[src/rtl/gf_comp_pkg.sv]
// Shared GF(2^2)/GF(2^4) composite-field types and arithmetic helpers.
// GF(2^2) uses polynomial basis w^2 = w + 1, element {a1,a0} = a1*w + a0.
package gf_comp_pkg;
  typedef logic [1:0] gf2_t;
  typedef logic [3:0] gf4_t;

  localparam gf2_t GF4_LAMBDA = 2'b10;

  function automatic gf2_t gf2_mul(input gf2_t a, input gf2_t b);
    return {(a[1] & b[1]) ^ (a[1] & b[0]) ^ (a[0] & b[1]),
            (a[1] & b[1]) ^ (a[0] & b[0])};
  endfunction

  // Squaring is linear in characteristic 2: (a1*w + a0)^2 = a1*w^2 + a0.
  function automatic gf2_t gf2_sq(input gf2_t a);
    return {a[1], a[1] ^ a[0]};
  endfunction

  function automatic gf2_t gf2_scale_lambda(input gf2_t a, input gf2_t lam);
    return gf2_mul(a, lam);
  endfunction
endpackage

[src/rtl/gf2_inv.sv]
// GF(2^2) inverter; in characteristic 2 with w^2=w+1 the inverse equals the square.
module gf2_inv
  import gf_comp_pkg::*;
(
  input  gf2_t i_x,
  output gf2_t o_y
);
  assign o_y = {i_x[1], i_x[1] ^ i_x[0]};
endmodule

[src/rtl/gf4_inv_lane.sv]
// Combinational per-lane math: stage-1 norm d and stage-2 GF(2^4) inverse from registered ah/al/d.
module gf4_inv_lane
  import gf_comp_pkg::*;
#(
  parameter gf2_t LAMBDA = GF4_LAMBDA
) (
  input  gf4_t i_a,
  output gf2_t o_d,
  input  gf2_t i_ah,
  input  gf2_t i_al,
  input  gf2_t i_d,
  output gf4_t o_inv
);
  gf2_t w_dinv;

  assign o_d = gf2_scale_lambda(gf2_sq(i_a[3:2]), LAMBDA)
             ^ gf2_mul(i_a[3:2], i_a[1:0])
             ^ gf2_sq(i_a[1:0]);

  gf2_inv u_inv (.i_x(i_d), .o_y(w_dinv));

  assign o_inv = {gf2_mul(i_ah, w_dinv), gf2_mul(i_ah ^ i_al, w_dinv)};
endmodule

[src/rtl/gf4_inv_pipe.sv]
// Two-stage valid/ready GF(2^4) inverter, LANES nibbles per beat.
// Stage 1 registers ah/al/d, stage 2 registers the inverse; a full pipe shifts with no bubble.
module gf4_inv_pipe
  import gf_comp_pkg::*;
#(
  parameter int   LANES  = 1,
  parameter gf2_t LAMBDA = GF4_LAMBDA
) (
  input  logic               clk,
  input  logic               rst,
  input  logic               in_valid,
  output logic               in_ready,
  input  logic [4*LANES-1:0] in_data,
  output logic               out_valid,
  input  logic               out_ready,
  output logic [4*LANES-1:0] out_data
);
  logic [2:1] r_vld_pipe;
  logic [LANES-1:0][1:0] r_s1_ah, r_s1_al, r_s1_d;
  logic [LANES-1:0][3:0] r_out;

  logic [LANES-1:0][3:0] w_in, w_inv;
  logic [LANES-1:0][1:0] w_d;
  logic w_s1_en, w_s2_en;

  assign w_in = in_data;

  assign w_s2_en   = !r_vld_pipe[2] || out_ready;
  assign w_s1_en   = !r_vld_pipe[1] || w_s2_en;
  assign in_ready  = w_s1_en;
  assign out_valid = r_vld_pipe[2];
  assign out_data  = r_out;

  for (genvar g = 0; g < LANES; g++) begin : g_lane
    gf4_inv_lane #(.LAMBDA(LAMBDA)) u_lane (
      .i_a  (w_in[g]),
      .o_d  (w_d[g]),
      .i_ah (r_s1_ah[g]),
      .i_al (r_s1_al[g]),
      .i_d  (r_s1_d[g]),
      .o_inv(w_inv[g])
    );
  end

  always_ff @(posedge clk) begin
    if (rst) begin
      r_vld_pipe <= '0;
      r_s1_ah    <= '0;
      r_s1_al    <= '0;
      r_s1_d     <= '0;
      r_out      <= '0;
    end else begin
      if (w_s1_en) begin
        r_vld_pipe[1] <= in_valid;
        for (int i = 0; i < LANES; i++) begin
          r_s1_ah[i] <= w_in[i][3:2];
          r_s1_al[i] <= w_in[i][1:0];
          r_s1_d[i]  <= w_d[i];
        end
      end
      if (w_s2_en) begin
        r_vld_pipe[2] <= r_vld_pipe[1];
        r_out         <= w_inv;
      end
    end
  end
endmodule

[config.mk]
export PLATFORM = sky130hd
export DESIGN_NAME = gf4_inv_pipe
export DESIGN_NICKNAME = d
export VERILOG_FILES = /design/src/rtl/gf_comp_pkg.sv /design/src/rtl/gf2_inv.sv /design/src/rtl/gf4_inv_lane.sv /design/src/rtl/gf4_inv_pipe.sv
export SDC_FILE = /design/constraint.sdc
export NUM_CORES = 1
export LEC_CHECK = 0
export BUFFER_PORTS_ARGS = -buffer_cell sky130_fd_sc_hd__buf_2
export CAP_MARGIN = 20
export CELL_PAD_IN_SITES_DETAIL_PLACEMENT = 0
export CELL_PAD_IN_SITES_GLOBAL_PLACEMENT = 1
export CORE_ASPECT_RATIO = 1.25
export CORE_MARGIN = 2
export CORE_UTILIZATION = 33
export CTS_CLUSTER_SIZE = 16
export DETAILED_ROUTE_END_ITERATION = 12
export PLACE_DENSITY = 0.82
export SETUP_SLACK_MARGIN = 0.4
export SLEW_MARGIN = 10
export SYNTH_ARGS = -nofsm -noshare
export SYNTH_HDL_FRONTEND = slang
export SYNTH_SLANG_ARGS = --single-unit
export TNS_END_PERCENT = 100
[constraint.sdc]
create_clock -name clk -period 1.2 [get_ports clk]
set_input_delay 0.06 -clock clk [delete_from_list [all_inputs] [get_ports clk]]
set_output_delay 0.06 -clock clk [all_outputs]
set_load 0.02 [all_outputs]
* Word level (Yosys, flattened, before mapping) *
Cells that the tools add are included.

word-level totals
  bits of input ports = 8
  logic and storage cells = 38
  output and inout port bits = 6
  register bits after elaboration = 12

operators by class
  bitwise logic cells = 28
  reductions and logical operators = 4

operator list
  cell                count
  $xor A1 B1 Y1       13
  $and A1 B1 Y1       12
  $xor A2 B2 Y2       3
  $logic_not A1 Y1    2
  $logic_or A1 B1 Y1  2

* Depth between registers and ports, before layout *
Gate-level depths: netlist (run 1).

  word-level depth = 5
  depth in mapped cells = 5

* By module *
Synthesis (run 1) repeated with hierarchy kept, for this count alone.

unflattened totals
  cells, all modules = 74
  area total of the unflattened synthesis = 635.6 µm²

modules (own cells, without submodules)
  module        instances  area each (µm²)  seq. area each (µm²)  cells an instance
  gf4_inv_pipe  1          464.2            240.2                 48
  gf4_inv_lane  1          155.1            0.0                   24
  gf2_inv       1          16.3             0.0                   2

* Worst setup path before layout (run 1) *
Ideal clock, no wire load.

  path kind = register -> register
  start point = register r_vld_pipe[2] (netlist name)
  end point = register r_s1_ah[0] (netlist name)
  data required time = 1,071 ps
  library setup time = 129 ps
  arrival = 1,100 ps
  stages on the path, launching flop included = 6
  path slack = -29 ps
  cells stage by stage = dfxtp_1 > nand2b_1 > or2_1 > buf_2 > mux2i_1 > nor2_1

between the ends
  cells in the longest elaborated chain, start to end = 3

ends and longest elaborated chain
  item                           RTL line            text
  start, declared                gf4_inv_pipe.sv:18  logic [2:1] r_vld_pipe;
  $logic_not A1 Y1               gf4_inv_pipe.sv:28  assign w_s2_en = !r_vld_pipe[2] || out_ready;
  $logic_or A1 B1 Y1             gf4_inv_pipe.sv:28
  $logic_or A1 B1 Y1             gf4_inv_pipe.sv:29  assign w_s1_en = !r_vld_pipe[1] || w_s2_en;
  via in_ready                   gf4_inv_pipe.sv:12  output logic in_ready,
  end signal, assigned by index  gf4_inv_pipe.sv:56  r_s1_ah[i] <= w_in[i][3:2];
  end, declared                  gf4_inv_pipe.sv:19  logic [LANES-1:0][1:0] r_s1_ah, r_s1_al, r_s1_d;

The timed path passes the listed nets, and every way through them passes these cells.
A chain may end at the register's enable or synchronous reset.

* Worst setup path after layout (run 1) *
  start point = register r_vld_pipe[2] (netlist name)
  end point = register r_s1_ah[1] (netlist name)

between the ends
  cells in the longest elaborated chain, start to end = 3

ends and longest elaborated chain
  item                RTL line
  $logic_not A1 Y1    gf4_inv_pipe.sv:28
  $logic_or A1 B1 Y1  gf4_inv_pipe.sv:28
  $logic_or A1 B1 Y1  gf4_inv_pipe.sv:29

No other way between the ends.

==> results of run 1 <==
## logic make-up (layout without fill, tap and decap cells)
logic type	after synthesis	in the layout	synth area share, %
flops	12	12	41.4
simple gates	25	25	18.8
xor+xnor	5	5	8.84
compound gates	13	13	16.4
buf+inv	6	26	4.09
mux	6	6	10.6
## routing by layer
| metal | up-vias | share of wire (%) | track usage [%] |
|---|---|---|---|
| li1 | 271 | - | - |
| met1 | 244 | 44 | 15.9 |
| met2 | 14 | 47 | 17.4 |
| met3 | 5 | 4.8 | 2.47 |
| met4 | 0 | 3.8 | 11.3 |
| met5 | - | 0 | 0 |
## synth_stat cells
cell type	number
a211oi_1	1
xnor2_1	3
nand2b_1	1
dfxtp_1	12
a31oi_1	1
a211oi_2	1
nand2_1	5
xor2_1	1
mux2_2	1
nor3_1	1
nand3_1	1
clkbuf_1	2
or2_1	1
nor2b_1	2
mux2i_1	5
buf_2	1
o21a_1	1
or3_1	1
a311oi_1	2
nor2_1	13
inv_1	3
o211ai_1	2
a21oi_1	4
xor2_2	1
o221ai_1	1
## timing repair
action / in CTS / in global routing
resized for setup: 34 / 7
pin swaps: 10 / 4
setup buffers: 5 / 1
endpoints found under the setup margin: 17 / 16
## where the power goes
part | total, uW | internal [uW] | switching (uW)
combinational | 205 | 111 | 93.6
clock | 241 | 116 | 125
sequential | 462 | 427 | 34.7
total | 908 | 655 | 254
## final timing paths
kind / endpoint / from
setup / recovery: r_s1_ah[1] / r_vld_pipe[2]
hold / removal: r_vld_pipe[1] / in_valid
setup reg to reg: r_s1_ah[1] / r_vld_pipe[2]
hold reg to reg: r_vld_pipe[2] / r_vld_pipe[1]
## layout make-up
| cell class | count | area, um2 | area share [%] |
|---|---|---|---|
| repair buffers | 20 | 164 | 18.5 |
| well taps | 18 | 22.5 | 2.54 |
| multi-input cells | 49 | 400 | 45.1 |
| inverters | 3 | 11.3 | 1.27 |
| flip-flops and latches | 12 | 267 | 30.0 |
| clock buffers | 3 | 22.5 | 2.54 |
## registers in the layout, indices dropped and copies added (netlist names)
| register | count |
|---|---|
| out_data | 4 |
| r_s1_al | 2 |
| r_s1_d | 2 |
| r_s1_ah | 2 |
| r_vld_pipe | 2 |
## critical path: stages, from the launching register on
cell	delay [ns]
dfxtp_4	0.36
nand2b_4	0.05
or2_4	0.24
buf_8	0.14
mux2i_1	0.15
nor2_1	0.06
## per-stage QoR
stage | setup WS, ns | total power [uW]
CTS | 0.0612 | 912
detailed placement | -0.00425 | 606
global route | 0.0386 | 965
finish | 0.0767 | 908
floorplan | 0.112 | 561
global placement | 0.0265 | 604
==> out/metrics.csv, run 1 <==
stage,metric,value,unit
global_routing,GRT overflow,0,
timing,Slew headroom,82.7,%
global_routing,first-pass GRT wire length,1950,um
timing,RSZ-0062 raised after global routing,true,
timing,worst hold margin,0.0289,ns
place,placed wire-length estimate,788,um
cells_and_area,design area,887,um2
outcome,outcome,"complete, no violations",
synthesis,post-synth top area share,41.4,%
die,row count,16,
place,placer's final routability congestion estimate,0.679,
synthesis,post-synth cell types,25,
critical_path,CP Class,reg -> reg,
route,# DRC,0,
min_path,HP Class,in -> reg,
synthesis,Post-Syn Area,581,um2
synthesis,Post-Synthesis Cells,67,
cells_and_area,"commonest non-fill, non-tap cell in the layout",nor2_1,
die,total core area,0.00160,mm2
timing,Finish-stage setup viols,0,
cells_and_area,# nets final,97,
synthesis,flop and latch count out of synthesis,12,
clock_network,Root Buffer,clkbuf_4,
synthesis,yosys warns,0,
route,routed vias/inst,5.09,
clock_network,Clock Pin Slew Worst Setup and Hold Paths,0.07,ns
power_and_ir_drop,worst vdd ir,0.698,mV
synthesis,Post-Syn Nets,75,
cells_and_area,Layout Area Growth over Synthesis,52.8,%
flow_run,max cap viols,0,
synthesis,Syn Area/Cell,8.67,um2
critical_path,CP startpoint kind,register,
die,Die Wd,41.5,um
timing,Tcrit/Tclk final,93.6,%
critical_path,reg2reg setup slack,0.08,ns
route,first-iteration detailed-routing DRC count,2,
clock_network,H-tree depth,1,
die,overall die area,0.00211,mm2
min_path,hold path depth,3,
timing,Slew @ Worst Pin,0.260,ns
global_routing,GRT Total Usage,12.5,%
timing,post-route setup TNS,0,ns
place,Placed Cells,96,
timing,fmax,890,MHz
clock_network,Clock Latency Late Sink,0.27,ns
critical_path,Worst Path Arrival,1.28,ns
clock_network,clk sinks,12,
cells_and_area,"commonest non-fill, non-tap cells in the layout","nor2_1 (12), buf_2 (8), buf_6 (7)",
power_and_ir_drop,power per cell area,1020,mW/mm2
critical_path,crit path capture type,register,
synthesis,"area leader, netlist",dfxtp_1,
critical_path,Worst Path Required,1.35,ns
cells_and_area,Finished Layout Cells,105,
critical_path,reg2reg path depth,5,
die,Initial Util,36.3,%
synthesis,largest cells by area after synthesis,"dfxtp_1 (41%), mux2i_1 (8.6%), nor2_1 (8.4%)",
clock_network,CTS buffer count,3,
clock_network,CTS tree,yes,
die,io pins,14,
critical_path,CP Max Fanout,7,
place,placed cell area,678,um2
global_routing,initial antenna violation count,0,
power_and_ir_drop,Pleak,0.000394,uW
timing,final hold violations,0,
synthesis,"Seq/Total Area, Yosys",41.4,%
global_routing,vias in the first global route,458,
cells_and_area,share of cells above drive strength 1,57.5,%
cells_and_area,Finished Core Util,55.4,%
global_routing,largest net degree at the start of global routing,13,
cells_and_area,fillers,161,
clock_network,clk buf depth,2,
timing,worst clock skew,0.00403,ns
route,drt first pass iters,4,
route,DR vias,534,
clock_network,hold buffer count at CTS,0,
route,routed len/inst,11.0,um
die,Die Y,50.9,um
timing,pins over their slew limit,0,
timing,Tmin final,1.12,ns
cells_and_area,Antenna diodes,0,
route,Routed WL,1160,um
route,DRT antenna net count,0,
place,port bufs,13,
(Power assumes the default switching activity.)
==> run 2: changes to the inputs <==
- CORE_ASPECT_RATIO: 1.25 -> not set
- CORE_MARGIN: 2 -> not set
- CORE_UTILIZATION: 33 -> 39
- PLACE_DENSITY: 0.82 -> 0.9
- clock period: 1.2 -> 1.3 ns (I/O delays scaled with it)
==> run 2 against run 1 <==
Routed wire length fell by 1.1%. Clock power shrank 4%. Die area shrank 22%. Final cell count shrank 4.8%. Maximum frequency is 0.24% higher. First-iteration DRC count increased to 4.0 times the previous value. Utilization grew 3.3 points. Clock-buffer cell count is the same. Critical path type unchanged. Largest power group unchanged. Highest routed layer unchanged.
==> out/metrics.csv, run 2 (synthesis gave the netlist of run 1 again) <==
stage,metric,value,unit,change
timing,RSZ-0062 raised after global routing,true,,
critical_path,CP Max Fanout,10,,+3
timing,fmax,892,MHz,+0.24%
route,DR vias,515,,-3.6%
place,Placed Cells,93,,-3.1%
timing,post-route setup TNS,0,ns,unchanged
clock_network,CTS buffer count,3,,unchanged
critical_path,reg2reg path depth,4,,-1
cells_and_area,Finished Layout Cells,100,,-4.8%
clock_network,Clock Pin Slew Worst Setup and Hold Paths,0.08,ns,about the same
critical_path,Worst Path Arrival,1.32,ns,+0.04 ns
cells_and_area,number of flip-flops in the largest register,4,,unchanged
critical_path,CP Class,reg -> reg,,
clock_network,Root Buffer,clkbuf_4,,
route,first-iteration detailed-routing DRC count,8,,+6
route,drt first pass iters,4,,unchanged
die,Initial Util,43.0,%,+6.8 points
clock_network,clk buf depth,2,,unchanged
clock_network,Clock Latency Late Sink,0.27,ns,about the same
critical_path,RR Startpoint,r_vld_pipe[2],,
global_routing,first-pass GRT wire length,1710,um,-12%
power_and_ir_drop,power per cell area,1020,mW/mm2,about the same
timing,final hold violations,0,,unchanged
timing,pins over their slew limit,0,,unchanged
critical_path,CP startpoint kind,register,,
critical_path,CP startpoint,r_vld_pipe[2],,
critical_path,reg2reg setup slack,0.18,ns,+0.10 ns
die,row count,13,,-3
cells_and_area,"commonest non-fill, non-tap cell in the layout",nor2_1,,
cells_and_area,share of cells above drive strength 1,44.7,%,-13 points
critical_path,Worst Path Required,1.50,ns,+0.15 ns
route,Routed WL,1150,um,-1.1%
route,# DRC,0,,unchanged
clock_network,H-tree depth,1,,unchanged
min_path,HP Class,in -> reg,,
place,placer's final routability congestion estimate,0.671,,-1.2%
critical_path,Critical R2R Capture,r_s1_d[1],,
cells_and_area,"commonest non-fill, non-tap cells in the layout","nor2_1 (13), buf_2 (12), dfxtp_1 (6)",,
cells_and_area,# nets final,94,,-3.1%
die,Die Y,40.6,um,-20%
global_routing,GRT Total Usage,16.4,%,+4.0 points
place,port bufs,13,,unchanged
global_routing,GRT overflow,0,,unchanged
global_routing,largest net degree at the start of global routing,13,,unchanged
timing,Tcrit/Tclk final,86.2,%,-7.4 points
cells_and_area,fillers,126,,-22%
outcome,outcome,"complete, no violations",,
timing,worst clock skew,0.00435,ns,+0.000325 ns
route,DRT antenna net count,0,,unchanged
global_routing,initial antenna violation count,0,,unchanged
power_and_ir_drop,worst vdd ir,0.528,mV,-24%
route,routed len/inst,11.5,um,+3.8%
global_routing,vias in the first global route,419,,-8.5%
timing,Finish-stage setup viols,0,,unchanged
die,Die Wd,40.6,um,-2.3%
power_and_ir_drop,Pleak,0.000364,uW,-7.7%
timing,Tmin final,1.12,ns,-0.00266 ns
clock_network,CTS tree,yes,,
timing,Slew headroom,83.1,%,+0.40 points
clock_network,clk sinks,12,,unchanged
timing,Slew @ Worst Pin,0.254,ns,-0.00600 ns
cells_and_area,Layout Area Growth over Synthesis,36.4,%,
route,routed vias/inst,5.15,,+1.3%
die,total core area,0.00135,mm2,-16%
critical_path,crit path capture type,register,,
die,io pins,14,,unchanged
die,overall die area,0.00165,mm2,-22%
place,placed wire-length estimate,741,um,-5.9%
cells_and_area,Antenna diodes,0,,unchanged
critical_path,end of the critical path,r_s1_d[1],,
flow_run,max cap viols,0,,unchanged
run 2: cell types whose count changed in the layout (fill, tap and decap cells not counted), moves of 2 or more:
cell | previous run | this run
buf_2 | 8 | 12
buf_4 | 4 | 2
buf_6 | 7 | 3
dfxtp_1 | 1 | 6
dfxtp_2 | 6 | 3
dfxtp_4 | 5 | 3
run 2: worst min path at each step:
stage / start / end / slack (ns) / depth (start not counted)
2_1_floorplan: rst / out_data[0] / 0.14 / 1
3_3_place_gp: in_valid / r_vld_pipe[1] / 0.31 / 3
3_5_place_dp: in_valid / r_vld_pipe[1] / 0.31 / 3
4_1_cts: in_valid / r_vld_pipe[1] / 0.02 / 3
5_1_grt: in_valid / r_vld_pipe[1] / 0.03 / 3
6_report: in_valid / r_vld_pipe[1] / 0.03 / 3
run 2: cell type report:
cell class / instances / area, um2 / share of cell area [%]
clock buffers: 3 / 22.5 / 2.84
clock inverters: 1 / 3.75 / 0.474
inverters: 3 / 11.3 / 1.42
multi-input cells: 49 / 372 / 46.9
flip-flops and latches: 12 / 255 / 32.2
well taps: 15 / 18.8 / 2.37
repair buffers: 17 / 109 / 13.7
run 2: layer usage:
metal | track usage (%) | wire, um
met1 | 18.9 | 554
met2 | 26.2 | 537
met3 | 3.33 | 42
met4 | 12.5 | 10
met5 | 0 | 0
run 2: per-stage QoR:
| step | power (uW) | hold slack [ns] | utilization (%) | instance area (um2) | setup WS, ns |
|---|---|---|---|---|---|
| finish | 811 | 0.0340 | 58.7 | 792 | 0.179 |
| global route | 857 | 0.0274 | 58.7 | 792 | 0.145 |
| CTS | 817 | 0.0247 | 57.8 | 781 | 0.159 |
| detailed placement | 559 | 0.306 | 50.0 | 674 | 0.179 |
| global placement | 558 | 0.309 | 50.0 | 674 | 0.181 |
| floorplan | 518 | 0.137 | - | 606 | 0.212 |
run 2: repair_timing:
item,4_1_cts,5_1_grt
endpoints found under the hold margin,0,0
endpoints found under the setup margin,12,12
setup buffers,3,0
hold buffers,0,0
resized for setup,16,3
pin swaps,8,3
run 2: critical path: stages (launching register included):
cell,delay (ns)
dfxtp_4,0.36
nand2b_4,0.05
buf_4,0.17
or3_4,0.34
a21oi_2,0.14
run 2: report_power, final:
part	internal, uW	switching, uW	total, uW
Sequential	393	28.3	422
Combinational	75.5	81.8	157
Clock	111	121	232
==> run 3: changes to the inputs <==
- BUFFER_PORTS_ARGS: -buffer_cell sky130_fd_sc_hd__buf_2 -> -buffer_cell sky130_fd_sc_hd__buf_4
- clock period: 1.3 -> 1.35 ns (I/O delays scaled with it)
==> run 3 against run 2 <==
First-iteration DRC count shrank 50%. Final area grew 6.2%. Routed wire length grew 0.70%. Sequential share of layout area shrank 1.6 points. Clock skew grew 0.0017 ns. Critical path depth shrank 1. Combinational power grew 8%. Utilization grew 3.6 points. Final cell count is the same. Critical path type is now reg -> out.
==> out/metrics.csv, run 3 (synthesis gave the netlist of run 1 again) <==
stage,metric,value,unit,change
clock_network,clk sinks,12,,unchanged
critical_path,Worst Path Required,1.28,ns,-0.22 ns
cells_and_area,area occupied by multi-input gates,380,um2,+2.4%
die,row count,13,,unchanged
timing,Tcrit/Tclk final,84.5,%,
clock_network,CTS tree,yes,,
timing,final hold violations,0,,unchanged
place,Placed Cells,93,,unchanged
timing,worst clock skew,0.00605,ns,+0.00170 ns
cells_and_area,share of cells above drive strength 1,43.5,%,-1.2 points
clock_network,H-tree depth,1,,unchanged
min_path,hold path depth,2,,-1
global_routing,initial antenna violation count,0,,unchanged
critical_path,CP peak stage delay,0.36,ns,about the same
critical_path,CP Max Fanout,2,,-8
route,routed len/inst,11.5,um,+0.70%
global_routing,GRT overflow,0,,unchanged
timing,post-route setup TNS,0,ns,unchanged
route,DRT antenna net count,0,,unchanged
cells_and_area,Antenna diodes,0,,unchanged
die,io pins,14,,unchanged
critical_path,CP Class,reg -> out,,
cells_and_area,fillers,122,,-3.2%
power_and_ir_drop,power per cell area,956,mW/mm2,-6.6%
global_routing,vias in the first global route,413,,-1.4%
power_and_ir_drop,worst vdd ir,0.696,mV,+32%
timing,Finish-stage setup viols,0,,unchanged
die,Initial Util,43.0,%,unchanged
cells_and_area,# nets final,94,,unchanged
route,routed vias/inst,5.04,,-2.1%
cells_and_area,Layout Area Growth over Synthesis,44.8,%,
cells_and_area,Finished Core Util,62.3,%,+3.6 points
die,Die Wd,40.6,um,unchanged
timing,Slew @ Worst Pin,0.225,ns,-0.0288 ns
route,drt first pass iters,3,,-1
cells_and_area,Finished Layout Cells,100,,unchanged
clock_network,Clock Pin Slew Worst Setup and Hold Paths,0.08,ns,about the same
timing,Slew headroom,84.9,%,+1.8 points
route,DR vias,504,,-2.1%
power_and_ir_drop,Pleak,0.000375,uW,+3.0%
die,total core area,0.00135,mm2,unchanged
place,port bufs,13,,unchanged
outcome,outcome,"complete, no violations",,
timing,RSZ-0062 raised after global routing,true,,
cells_and_area,"commonest non-fill, non-tap cells in the layout","nor2_1 (13), buf_4 (13), dfxtp_1 (6)",,
critical_path,cell breakdown of the critical path,nand2b_4 -> or2_4 -> buf_6,,
critical_path,CP startpoint kind,register,,
clock_network,Root Buffer,clkbuf_4,,
global_routing,GRT Total Usage,17.0,%,+0.55 points
route,# DRC,0,,unchanged
clock_network,CTS buffer count,3,,unchanged
critical_path,crit path capture type,primary output,,
route,first-iteration detailed-routing DRC count,4,,-4
critical_path,critical path's slowest cell,dfxtp_4,,
timing,fmax,877,MHz,
clock_network,clk buf depth,2,,unchanged
die,Die Y,40.6,um,unchanged
timing,Tmin final,1.14,ns,
place,placer's final routability congestion estimate,0.704,,+4.9%
min_path,HP Class,in -> reg,,
critical_path,Worst Path Arrival,1.07,ns,-0.25 ns
critical_path,RR Startpoint,r_s1_al[0],,
clock_network,hold buffer count at CTS,0,,unchanged
global_routing,first-pass GRT wire length,1730,um,+0.82%
timing,worst hold margin,0.0367,ns,+0.00267 ns
critical_path,reg2reg path depth,4,,unchanged
cells_and_area,number of flip-flops in the largest register,4,,unchanged
place,placed wire-length estimate,784,um,+5.8%
route,Routed WL,1150,um,+0.70%
clock_network,Clock Latency Late Sink,0.27,ns,about the same
min_path,Hold Crit Start,rst,,
cells_and_area,Reg area,258,um2,+0.98%
critical_path,reg2reg setup slack,0.22,ns,+0.04 ns
critical_path,Critical R2R Capture,out_data[0],,
global_routing,largest net degree at the start of global routing,13,,unchanged
die,overall die area,0.00165,mm2,unchanged
timing,pins over their slew limit,0,,unchanged
min_path,hold endpoint,r_vld_pipe[1],,
flow_run,max cap viols,0,,unchanged
## run 3: worst max-delay path by stage
stage / start / end / slack, ns / cells after the start
after floorplan: r_vld_pipe[2] / r_s1_ah[1] / 0.26 / 5
after global routing: r_vld_pipe[2] / r_s1_d[0] / 0.18 / 5
after global placement: r_vld_pipe[2] / r_s1_d[0] / 0.23 / 4
after CTS: r_vld_pipe[2] / in_ready / 0.19 / 3
final: r_vld_pipe[2] / in_ready / 0.21 / 3
after detailed placement: r_s1_ah[0] / out_data[0] / 0.20 / 4
## run 3: layout make-up
class	instances	area share (%)
Tap cell	15	2.23
Inverter	3	1.34
Sequential cell	12	30.7
Clock inverter	1	0.446
Clock buffer	3	2.68
Multi-Input combinational cell	49	45.2
Timing Repair Buffer	17	17.4
## run 3: layer usage
metal  routed length, um  track usage (%)  vias up
li1                    -                -      268
met1                 550             18.9      218
met2                 528             28.2       14
met3                  51             3.33        4
met4                  23             12.5        0
met5                   0                0        -
## run 3: what timing repair did
item,CTS,global route
pin swaps,9,6
endpoints found under the setup margin,12,12
buffers inserted,3,0
gates resized for setup,15,6
## run 3: worst max-delay path: cells and delay by family (launching register included)
kind                   cells  cell delay [ns]
DFF                        1             0.36
and+or+nand+nor            2             0.31
buffers and inverters      1             0.13
## run 3: per-stage QoR
step,power (uW),instance area (um2),setup slack (ns)
after CTS,804,807,0.192
after floorplan,499,606,0.262
after global placement,549,707,0.230
after global routing,848,841,0.175
final,804,841,0.209
after detailed placement,553,707,0.195
## run 3: power breakdown
| group | total, uW | switching, uW | internal (uW) |
|---|---|---|---|
| logic | 169 | 79.5 | 89.9 |
| registers | 408 | 29.3 | 378 |
| clock network | 227 | 120 | 107 |
